## src/rtl/mips_rtype_ctrl.sv

```systemverilog
// rtl/mips_rtype_ctrl.sv - multi-cycle R-type/LUI controller for the regfile + clocked ALU datapath
// Optional overflow trap on ADD/SUB write-back: define MIPS_CTRL_OVF_TRAP_EN.
module mips_rtype_ctrl (
  input  logic        clk,
  input  logic        rst_n,
  input  logic [31:0] instr,
  input  logic        instr_valid,
  output logic        instr_ready,
  output logic [4:0]  read_reg1,
  output logic [4:0]  read_reg2,
  output logic [4:0]  write_reg,
  output logic        write_enb,
  output logic        mux_ctrl,
  output logic [31:0] imm_data,
  output logic [3:0]  alu_op,
  output logic [4:0]  shift_amt,
  input  logic        alu_overflow,
  output logic        done,
  output logic        illegal,
  output logic        ovf_exc
);

  localparam logic [5:0] OP_RTYPE = 6'h00;
  localparam logic [5:0] OP_LUI   = 6'h0F;

  localparam logic [3:0] ALU_ADD = 4'd0;
  localparam logic [3:0] ALU_SUB = 4'd1;
  localparam logic [3:0] ALU_AND = 4'd2;
  localparam logic [3:0] ALU_OR  = 4'd3;
  localparam logic [3:0] ALU_SLL = 4'd4;
  localparam logic [3:0] ALU_SRL = 4'd5;
  localparam logic [3:0] ALU_SRA = 4'd6;
  localparam logic [3:0] ALU_SLT = 4'd8;

  typedef enum logic [2:0] {
    S_IDLE = 3'd0,
    S_READ = 3'd1,
    S_WB   = 3'd2,
    S_LUI  = 3'd3,
    S_ILL  = 3'd4
  } state_t;

  state_t state, state_nx;

  logic [5:0]  op, funct;
  logic [4:0]  rs, rt, rd, shamt;
  logic [15:0] imm;

  assign op    = instr[31:26];
  assign rs    = instr[25:21];
  assign rt    = instr[20:16];
  assign rd    = instr[15:11];
  assign shamt = instr[10:6];
  assign funct = instr[5:0];
  assign imm   = instr[15:0];

  logic       dec_rtype, dec_shift, dec_lui;
  logic [3:0] dec_aop;
  logic       accept;
  logic [4:0] rd_q;

  always_comb begin
    dec_rtype = 1'b0;
    dec_shift = 1'b0;
    dec_aop   = ALU_ADD;
    if (op == OP_RTYPE) begin
      dec_rtype = 1'b1;
      case (funct)
        6'h20: dec_aop = ALU_ADD;
        6'h22: dec_aop = ALU_SUB;
        6'h24: dec_aop = ALU_AND;
        6'h25: dec_aop = ALU_OR;
        6'h00: begin dec_aop = ALU_SLL; dec_shift = 1'b1; end
        6'h02: begin dec_aop = ALU_SRL; dec_shift = 1'b1; end
        6'h03: begin dec_aop = ALU_SRA; dec_shift = 1'b1; end
        6'h2A: dec_aop = ALU_SLT;
        default: dec_rtype = 1'b0;
      endcase
    end
  end

  assign dec_lui = (op == OP_LUI);
  assign accept  = (state == S_IDLE) && instr_valid;

  // trap suppresses the WB write and swaps done for ovf_exc
  logic trap;
`ifdef MIPS_CTRL_OVF_TRAP_EN
  logic is_addsub;
  assign is_addsub = (alu_op == ALU_ADD) || (alu_op == ALU_SUB);
  assign trap      = (state == S_WB) && is_addsub && alu_overflow;
`else
  logic unused_ovf;
  assign unused_ovf = alu_overflow;
  assign trap       = 1'b0;
`endif

  always_ff @(posedge clk or negedge rst_n) begin
    if (!rst_n) state <= S_IDLE;
    else        state <= state_nx;
  end

  always_comb begin
    state_nx = state;
    case (state)
      S_IDLE: begin
        if (instr_valid) begin
          if (dec_rtype)    state_nx = S_READ;
          else if (dec_lui) state_nx = S_LUI;
          else              state_nx = S_ILL;
        end
      end
      S_READ:  state_nx = S_WB;
      S_WB:    state_nx = S_IDLE;
      S_LUI:   state_nx = S_IDLE;
      S_ILL:   state_nx = S_IDLE;
      default: state_nx = S_IDLE;
    endcase
  end

  logic [4:0]  read_reg1_nx, read_reg2_nx, write_reg_nx, shift_amt_nx, rd_nx;
  logic [3:0]  alu_op_nx;
  logic [31:0] imm_data_nx;
  logic        mux_ctrl_nx, done_nx, illegal_nx, ovf_exc_nx;

  always_comb begin
    instr_ready  = (state == S_IDLE);
    write_enb    = ((state == S_WB) && !trap) || (state == S_LUI);
    read_reg1_nx = read_reg1;
    read_reg2_nx = read_reg2;
    write_reg_nx = write_reg;
    shift_amt_nx = shift_amt;
    alu_op_nx    = alu_op;
    imm_data_nx  = imm_data;
    mux_ctrl_nx  = mux_ctrl;
    rd_nx        = rd_q;
    done_nx      = ((state == S_WB) && !trap) || (state == S_LUI);
    illegal_nx   = (state == S_ILL);
    ovf_exc_nx   = trap;
    if (accept && dec_rtype) begin
      read_reg1_nx = dec_shift ? rt : rs;
      read_reg2_nx = rt;
      alu_op_nx    = dec_aop;
      shift_amt_nx = dec_shift ? shamt : 5'd0;
      rd_nx        = rd;
    end else if (accept && dec_lui) begin
      write_reg_nx = rt;
      mux_ctrl_nx  = 1'b0;
      imm_data_nx  = {imm, 16'h0000};
    end
    // write-back address/select are registered on entry to WB
    if (state == S_READ) begin
      write_reg_nx = rd_q;
      mux_ctrl_nx  = 1'b1;
    end
  end

  always_ff @(posedge clk or negedge rst_n) begin
    if (!rst_n) begin
      read_reg1 <= 5'd0;
      read_reg2 <= 5'd0;
      write_reg <= 5'd0;
      shift_amt <= 5'd0;
      alu_op    <= 4'd0;
      imm_data  <= 32'd0;
      mux_ctrl  <= 1'b0;
      rd_q      <= 5'd0;
      done      <= 1'b0;
      illegal   <= 1'b0;
      ovf_exc   <= 1'b0;
    end else begin
      read_reg1 <= read_reg1_nx;
      read_reg2 <= read_reg2_nx;
      write_reg <= write_reg_nx;
      shift_amt <= shift_amt_nx;
      alu_op    <= alu_op_nx;
      imm_data  <= imm_data_nx;
      mux_ctrl  <= mux_ctrl_nx;
      rd_q      <= rd_nx;
      done      <= done_nx;
      illegal   <= illegal_nx;
      ovf_exc   <= ovf_exc_nx;
    end
  end

endmodule
```

## config.mk

```make
export PLATFORM = sky130hd
export DESIGN_NAME = mips_rtype_ctrl
export DESIGN_NICKNAME = d
export VERILOG_FILES = /design/src/rtl/mips_rtype_ctrl.sv
export SDC_FILE = /design/constraint.sdc
export NUM_CORES = 1
export LEC_CHECK = 0
export ABC_CLOCK_PERIOD_IN_PS = 5500
export CORE_ASPECT_RATIO = 0.9
export CORE_MARGIN = 2
export CORE_UTILIZATION = 27
export CTS_CLUSTER_DIAMETER = 40
export DETAILED_ROUTE_END_ITERATION = 10
export PLACE_DENSITY_LB_ADDON = 0.2
export SLEW_MARGIN = 30
export SYNTH_ARGS = -nofsm -noshare
export SYNTH_HDL_FRONTEND = slang
export SYNTH_SLANG_ARGS = --single-unit
export TNS_END_PERCENT = 30
```

## constraint.sdc

```tcl
create_clock -name clk -period 5.5 [get_ports clk]
set_input_delay 0.55 -clock clk [delete_from_list [all_inputs] [get_ports clk]]
set_output_delay 0.55 -clock clk [all_outputs]
set_load 0.02 [all_outputs]
```

==> results of run 1 <==
power by group through the flow:
stage                     registers, mW  logic [mW]  clock network, mW
after CTS                         0.418       0.186              0.215
after detailed placement          0.425       0.186                  0
after global placement            0.424       0.185                  0
final                             0.417       0.184              0.201
after floorplan                   0.457      0.0610                  0
after global routing              0.422       0.197              0.230
cells in the mapped netlist, drive strengths merged:
library cell,instances
nor4bb,1
dfrtp,51
inv,6
nand3b,2
buf,22
nor4,3
or4,1
nor3b,1
mux2i,11
conb,1
nor3,3
nand4,1
nor2,6
nor4b,1
mux2,39
or3b,1
and4b,1
a21oi,6
nand4b,1
clkbuf,2
o21a,1
a211oi,1
nand2,10
o311a,1
o2111ai,1
or4b,1
nor2b,3
a21boi,1
a211o,1
o21ai,1
worst max-delay path by stage:
stage / depth (start not counted) / startpoint / slack [ns] / endpoint
floorplan: 5 / instr_valid / 3.39 / imm_data[17]
global placement: 5 / instr[3] / 2.72 / read_reg1[1]
detailed placement: 5 / instr[3] / 2.70 / read_reg1[3]
CTS: 5 / instr[3] / 3.03 / read_reg1[3]
global route: 5 / instr[3] / 2.95 / read_reg1[3]
finish: 4 / instr_valid / 3.09 / imm_data[17]
metal layers:
metal / global-route usage / part of all wire
met2: 0.168 / 0.44
met1: 0.158 / 0.46
met4: 0.0362 / 0.0090
met3: 0.0359 / 0.086
met5: 0 / 0
final cells by class:
type                    count  area share
clock buffers               6      0.0222
inverters                   6     0.00688
multi-input cells         116       0.291
flip-flops and latches     51       0.390
well taps                 119      0.0455
repair buffers             81       0.245
through the flow:
stage	area (µm²)	hold slack [ns]	power [mW]
2_1_floorplan	2440	0.254	0.518
3_3_place_gp	3200	0.462	0.609
3_5_place_dp	3200	0.467	0.611
4_1_cts	3270	0.386	0.820
5_1_grt	3270	0.425	0.849
6_report	3270	0.352	0.803
critical path, delay by kind of cell:
family                 cells  cell delay [ns]
and+or+nand+nor            2             1.15
muxes                      1             0.37
buffers and inverters      1             0.50
logic make-up after synthesis:
kind of cell / count (synthesis) / synth area share
and+or+nand+nor: 36 / 0.0894
other: 1 / 0.00158
buffers and inverters: 30 / 0.0884
DFF: 51 / 0.537
AOI/OAI and AO/OA: 13 / 0.0358
muxes: 50 / 0.248
layout by cell type (no fill, tap or decap), types with 2 or more instances in the layout:
master           Yosys  routed
mux2i_1             11      11
nand2_1             10      10
nand3b_1             2       2
inv_1                6       6
clkbuf_8             0       5
nor4_1               3       3
nor2b_1              3       3
conb_1               1      17
nor3_1               3       3
dfrtp_1             51      51
nor2_1               6       6
a21oi_1              6       6
buf_4               17       2
mux2_4              11      11
mux2_2              28      28
clkdlybuf4s50_1      0      78
==> impl_metrics.env, run 1 <==
export IMPL_status="finished clean"
export IMPL_path_max_fanout=24
export IMPL_ant_nets=0
export IMPL_insertion_delay_ns=0.30
export IMPL_ir_drop_v=0.000123
export IMPL_cts_tree="done"
export IMPL_regToRegEndpoint="imm_data[17]"
export IMPL_arrival_ns=2.59
export IMPL_pwr_share_clk=0.251
export IMPL_post_route_util=0.382
export IMPL_p_seq_frac=0.520
export IMPL_clk_pin_slew_ns=0.09
export IMPL_reg2reg_setup_slack_ns=3.34
export IMPL_relSlewSlack=0.558
export IMPL_p_leak_nw=1.59
export IMPL_synth_area_mm2=0.00238
export IMPL_die_area_mm2=0.00958
export IMPL_cts_max_level=2
export IMPL_largest_register="imm_data"
export IMPL_multi_input_area_um2=952
export IMPL_portBuffers=79
export IMPL_dr_pass1_iters=4
export IMPL_power_switching_mw=0.219
export IMPL_yosysWarnings=0
export IMPL_dieWidth_um=103
export IMPL_antenna_cells=0
export IMPL_largest_reg_flops=16
export IMPL_clock_root_buffer="clkbuf_8"
export IMPL_track_usage=0.114
export IMPL_gp_congestion=0.708
export IMPL_power_density_mw_per_mm2=245
export IMPL_ys_seq_area_frac=0.537
export IMPL_drtIter0Drc=33
export IMPL_final_layout_size_suffix_gt1_frac=0.192
export IMPL_synth_seq_cells=51
export IMPL_vias_per_cell=4.36
export IMPL_worstPathRequired_ns=5.68
export IMPL_area_growth_pct=37.6
export IMPL_final_seq_area_mm2=0.00128
export IMPL_wire_per_inst_um=14.1
export IMPL_worst_r2r_path_depth=3
export IMPL_fp_row_count=32
export IMPL_clock_sinks=51
export IMPL_die_h_um=93.0
export IMPL_grt_max_degree=52
export IMPL_hold_viol=0
export IMPL_core_mm2=0.00857
export IMPL_max_cap_viol_count=0
export IMPL_synthTopCellsByArea="dfrtp_1 54%, mux2_2 13%, mux2_4 6.9%, buf_4 5.4%, mux2i_1 4.6%"
export IMPL_place_ws_ns=2.70
export IMPL_critical_path_class="input port to register"
export IMPL_cts_hold_fix_buffers=0
export IMPL_path_cells="clkdlybuf4s50_1 > or4b_4 > or4_4 > mux2_4"
export IMPL_worstMarginPinSlew_ns=0.663
export IMPL_synth_area_leader_cell="dfrtp_1"
export IMPL_clock_skew_ns=0.0133
export IMPL_finalMaxSlewViolations=0
export IMPL_stdcell_count=379
export IMPL_synth_top_cell_area_share=0.537
export IMPL_fin_nets=297
export IMPL_numCtsBuffers=5
export IMPL_fin_crit_ns=2.41
export IMPL_setup_ws_ns=3.09
export IMPL_max_stage_delay_ns=0.67
export IMPL_fin_crit_sh=0.438
export IMPL_end_kind="register"
export IMPL_clock_fmax_ghz=0.415
export IMPL_initial_utilization=0.278
export IMPL_setup_tns_ns=0
export IMPL_r2r_start="state[1]"
export IMPL_num_io_pins=98
export IMPL_cp_start_kind="input port"
export IMPL_grt_pass1_wl_um=8250
export IMPL_fillCellCount=887
export IMPL_cts_repair_resized=0
export IMPL_remaining_drc_errors=0
export IMPL_power_frac_comb=0.229
export IMPL_grt_pass1_vias=1588
export IMPL_hold_path_class="input port to async pin"
export IMPL_rsz0062_at_grt="no"
export IMPL_syn_area_per_cell_um2=13.1
export IMPL_cp_slowest_cell="or4_4"
export IMPL_switching_share=0.273
export IMPL_setup_viol=0
export IMPL_post_cts_repair_setup_buffers=0
export IMPL_gr_total_overflow=0
export IMPL_place_inst=373
export IMPL_intPower_mw=0.584
export IMPL_max_clock_path_buffers=2
export IMPL_netlist_instances=181
export IMPL_antenna_found_initial=0
export IMPL_hpwl_um=3630
export IMPL_wl_um=5340
export IMPL_ys_types=34
export IMPL_vias=1651
(Power assumes the default switching activity.)
==> run 2, diff against run 1 <==
ABC_CLOCK_PERIOD_IN_PS = 2400   (was 5500)
clock period = 2.4 ns   (was 5.5 ns; I/O delays follow)
==> run 2 against run 1 <==
Global-route usage shrank 0.34 points. Critical path type is now register to register. Clock power grew 140%. Critical path depth is the same. Register-to-register slack lost 3.0 ns. First-iteration DRC count shrank 36%. Clock skew shrank 0.0064 ns.
==> impl_metrics.env, run 2 (synthesis gave the netlist of run 1 again) <==
export IMPL_place_ws_ns=0.134
export IMPL_hold_viol=0
export IMPL_gr_total_overflow=0
export IMPL_die_h_um=93.0
export IMPL_status="finished clean"
export IMPL_wire_per_inst_um=13.9
export IMPL_largest_reg_flops=16
export IMPL_grt_max_degree=52
export IMPL_power_density_mw_per_mm2=553
export IMPL_initial_utilization=0.278
export IMPL_cts_tree="done"
export IMPL_setup_viol=0
export IMPL_placed_area_mm2=0.00329
export IMPL_clock_sinks=51
export IMPL_post_cts_repair_setup_buffers=0
export IMPL_finalInstanceArea_mm2=0.00337
export IMPL_hpwl_um=3740
export IMPL_gp_congestion=0.690
export IMPL_wl_um=5390
export IMPL_final_common_cell="clkdlybuf4s50_1"
export IMPL_cts_repair_resized=0
export IMPL_grt_pass1_wl_um=8120
export IMPL_relSlewSlack=0.556
export IMPL_worst_r2r_path_depth=4
export IMPL_cts_max_level=2
export IMPL_antenna_found_initial=0
export IMPL_dr_pass1_iters=3
export IMPL_remaining_drc_errors=0
export IMPL_power_total_mw=1.87
export IMPL_num_io_pins=98
export IMPL_insertion_delay_ns=0.30
export IMPL_p_leak_nw=1.64
export IMPL_timing_hold_ws_ns=0.0530
export IMPL_clock_fmax_ghz=0.489
export IMPL_layout_common_cells="78 x clkdlybuf4s50_1, 51 x dfrtp_1, 28 x mux2_2"
export IMPL_regToRegEndpoint="imm_data[27]"
export IMPL_drtIter0Drc=21
export IMPL_worstPathRequired_ns=2.59
export IMPL_setup_ws_ns=0.355
export IMPL_numCtsBuffers=5
export IMPL_r2r_start="state[1]"
export IMPL_max_clock_path_buffers=2
export IMPL_portBuffers=79
export IMPL_ant_nets=0
export IMPL_dieWidth_um=103
export IMPL_antenna_cells=0
export IMPL_vias_per_cell=4.22
export IMPL_critical_path_class="register to register"
export IMPL_cp_start_kind="register"
export IMPL_finalMaxSlewViolations=0
export IMPL_fillCellCount=868
export IMPL_track_usage=0.111
export IMPL_max_cap_viol_count=0
export IMPL_core_mm2=0.00857
export IMPL_hold_path_class="input port to async pin"
export IMPL_fp_row_count=32
export IMPL_clock_skew_ns=0.00684
export IMPL_area_growth_pct=41.8
export IMPL_final_layout_size_suffix_gt1_frac=0.216
export IMPL_rsz0062_at_grt="no"
export IMPL_reg2reg_setup_slack_ns=0.36
export IMPL_die_area_mm2=0.00958
export IMPL_end_kind="register"
export IMPL_vias=1639
export IMPL_path_max_fanout=12
export IMPL_fin_nets=304
export IMPL_fin_crit_sh=0.852
export IMPL_fin_crit_ns=2.04
export IMPL_largest_register="imm_data"
export IMPL_ir_drop_v=0.000229
export IMPL_clock_root_buffer="clkbuf_8"
export IMPL_setup_tns_ns=0
export IMPL_grt_pass1_vias=1610
export IMPL_clk_pin_slew_ns=0.08
export IMPL_cts_hold_fix_buffers=0
export IMPL_worstMarginPinSlew_ns=0.666
export IMPL_arrival_ns=2.23
[run 2: cell types whose count changed in the layout (fill, tap and decap cells not counted), sizes merged]
cell,change
buf,+7
clkinv,+1
clkbuf,+1
[run 2: worst max-delay path by stage]
stage,startpoint,endpoint,slack (ns),cells past startpoint
floorplan,state[1],imm_data[17],0.37,5
global placement,instr_valid,imm_data[30],0.12,5
detailed placement,instr_valid,imm_data[24],0.13,5
CTS,state[1],imm_data[27],0.35,4
global route,state[1],imm_data[27],0.30,4
finish,state[1],imm_data[27],0.36,4
[run 2: where the power goes]
group          switching (mW)  internal, mW
clock                   0.275         0.205
sequential             0.0367         0.923
combinational           0.202         0.225
total                   0.513          1.35
[run 2: final cells by class]
type	instances	area (µm²)	area share
clock buffers	7	76.3	0.0226
flip-flops and latches	51	1280	0.378
multi-input cells	116	952	0.282
repair buffers	88	891	0.264
well taps	119	149	0.0442
clock inverters	1	5.00	0.00148
inverters	6	22.5	0.00668
[run 2: routing by layer]
metal / routed length (µm) / global-route usage / vias to the layer above
met1: 2530 / 0.154 / 800
met5: 0 / 0 / -
met4: 53 / 0.0395 / 0
met3: 413 / 0.0329 / 5
li1: - / - / 774
met2: 2400 / 0.162 / 60
[run 2: worst max-delay path: stages, from the launching register on]
cell	delay, ns
dfrtp_1	0.42
or4b_4	0.56
or4_4	0.48
buf_12	0.18
mux2_4	0.29
[run 2: per-stage QoR]
| stage | instances | util |
|---|---|---|
| after detailed placement | 380 | 0.384 |
| final | 388 | 0.394 |
| after CTS | 388 | 0.394 |
| after global placement | 380 | 0.384 |
| after floorplan | 197 | - |
| after global routing | 388 | 0.394 |
==> run 3, diff against run 2 <==
RECOVER_POWER = 25   (was not set)
==> run 3 against run 2 <==
Core utilization barely moved. Sequential share of layout area barely moved. Critical path type unchanged. Worst setup slack did not move. Fmax did not move. Sequential cell count did not move. Global-route usage did not move. Hold slack improved by 0.25 ns. Register-to-register slack barely moved. Non-clock buffer count did not move. Sequential power barely moved. Count of clock-buffer cells in the layout did not move.
==> impl_metrics.env, run 3 (synthesis gave the netlist of run 1 again) <==
export IMPL_gr_total_overflow=0
export IMPL_regToRegEndpoint="imm_data[27]"
export IMPL_worstPathRequired_ns=2.59
export IMPL_setup_viol=0
export IMPL_die_area_mm2=0.00958
export IMPL_final_common_cell="clkdlybuf4s50_1"
export IMPL_vias_per_cell=4.22
export IMPL_setup_ws_ns=0.355
export IMPL_fin_crit_ns=2.04
export IMPL_reg2reg_setup_slack_ns=0.36
export IMPL_relSlewSlack=0.137
export IMPL_end_kind="register"
export IMPL_setup_tns_ns=0
export IMPL_numCtsBuffers=5
export IMPL_grt_pass1_vias=1610
export IMPL_area_growth_pct=41.7
export IMPL_critical_path_class="register to register"
export IMPL_initial_utilization=0.278
export IMPL_cp_slowest_cell="or4b_4"
export IMPL_final_layout_size_suffix_gt1_frac=0.216
export IMPL_place_ws_ns=0.134
export IMPL_dr_pass1_iters=3
export IMPL_largest_register="imm_data"
export IMPL_max_cap_viol_count=0
export IMPL_worstMarginPinSlew_ns=1.29
export IMPL_clock_sinks=51
export IMPL_fp_row_count=32
export IMPL_drtIter0Drc=21
export IMPL_gp_congestion=0.690
export IMPL_finalMaxSlewViolations=0
export IMPL_fin_nets=304
export IMPL_status="finished clean"
export IMPL_track_usage=0.111
export IMPL_core_mm2=0.00857
export IMPL_rsz0062_at_grt="no"
export IMPL_arrival_ns=2.23
export IMPL_die_h_um=93.0
export IMPL_final_seq_area_mm2=0.00128
export IMPL_cp_num_buf_inv=1
export IMPL_post_cts_repair_setup_buffers=0
export IMPL_path_max_fanout=12
export IMPL_clock_skew_ns=0.00684
export IMPL_cp_start_kind="register"
export IMPL_clock_root_buffer="clkbuf_8"
export IMPL_dieWidth_um=103
export IMPL_num_io_pins=98
export IMPL_grt_pass1_wl_um=8120
export IMPL_hpwl_um=3740
export IMPL_multi_input_area_um2=952
export IMPL_path_delay_family="simple AND/OR/NAND/NOR gates"
export IMPL_insertion_delay_ns=0.30
export IMPL_cts_tree="done"
export IMPL_wl_um=5390
export IMPL_ant_nets=0
export IMPL_fin_crit_sh=0.852
export IMPL_portBuffers=79
export IMPL_max_clock_path_buffers=2
export IMPL_remaining_drc_errors=0
export IMPL_clk_pin_slew_ns=0.08
export IMPL_grt_max_degree=52
export IMPL_antenna_found_initial=0
export IMPL_antenna_cells=0
export IMPL_power_density_mw_per_mm2=554
export IMPL_hold_path_class="input port to async pin"
export IMPL_fillCellCount=869
export IMPL_layout_common_cells="78 x clkdlybuf4s50_1, 51 x dfrtp_1, 28 x mux2_2"
export IMPL_r2r_start="state[1]"
export IMPL_hold_viol=0
export IMPL_worst_r2r_path_depth=4
export IMPL_post_route_util=0.393
export IMPL_cts_hold_fix_buffers=0
export IMPL_wire_per_inst_um=13.9
export IMPL_clock_fmax_ghz=0.489
export IMPL_cts_repair_resized=0
export IMPL_largest_reg_flops=16
export IMPL_p_leak_nw=1.64
export IMPL_max_stage_delay_ns=0.56
export IMPL_ir_drop_v=0.000229
export IMPL_path_cells="or4b_4 > or4_4 > buf_12 > mux2_4"
export IMPL_cts_max_level=2
export IMPL_vias=1639
run 3: layout make-up:
class                      instances  share of cell area
clock inverter                     1             0.00149
clock buffer                       7              0.0227
sequential                        51               0.379
tap                              119              0.0442
inverter                           6             0.00668
multi-input combinational        116               0.283
timing repair buffer              88               0.264
run 3: how the worst max path moves through the flow:
| stage | startpoint | endpoint | slack (ns) | cells after the start |
|---|---|---|---|---|
| finish | state[1] | imm_data[27] | 0.36 | 4 |
| global route | state[1] | imm_data[27] | 0.30 | 4 |
| CTS | state[1] | imm_data[27] | 0.35 | 4 |
| detailed placement | instr_valid | imm_data[24] | 0.13 | 5 |
| global placement | instr_valid | imm_data[30] | 0.12 | 5 |
| floorplan | state[1] | imm_data[17] | 0.37 | 5 |
run 3: layer usage:
metal	routed length, µm	global-route usage
met1	2530	0.154
met2	2390	0.162
met3	413	0.0329
met4	53	0.0395
met5	0	0
run 3: where the power goes:
part | internal [mW] | switching [mW] | total (mW)
Combinational | 0.224 | 0.202 | 0.426
Clock | 0.205 | 0.275 | 0.481
Sequential | 0.923 | 0.0367 | 0.959
Total | 1.35 | 0.513 | 1.87
run 3: stage by stage:
stage	std cells	area (µm²)	power (mW)	hold WS, ns
6_report	388	3370	1.87	0.302
3_5_place_dp	380	3290	1.41	0.409
4_1_cts	388	3370	1.90	0.0746
3_3_place_gp	380	3290	1.40	0.412
2_1_floorplan	197	2440	1.19	-0.0556
5_1_grt	388	3370	1.96	0.416
run 3: worst register-to-register path: cells and delay by family (launching register included):
kind	cells	cell delay, ns
and+or+nand+nor	2	1.04
DFF	1	0.42
muxes	1	0.30
buffers and inverters	1	0.18
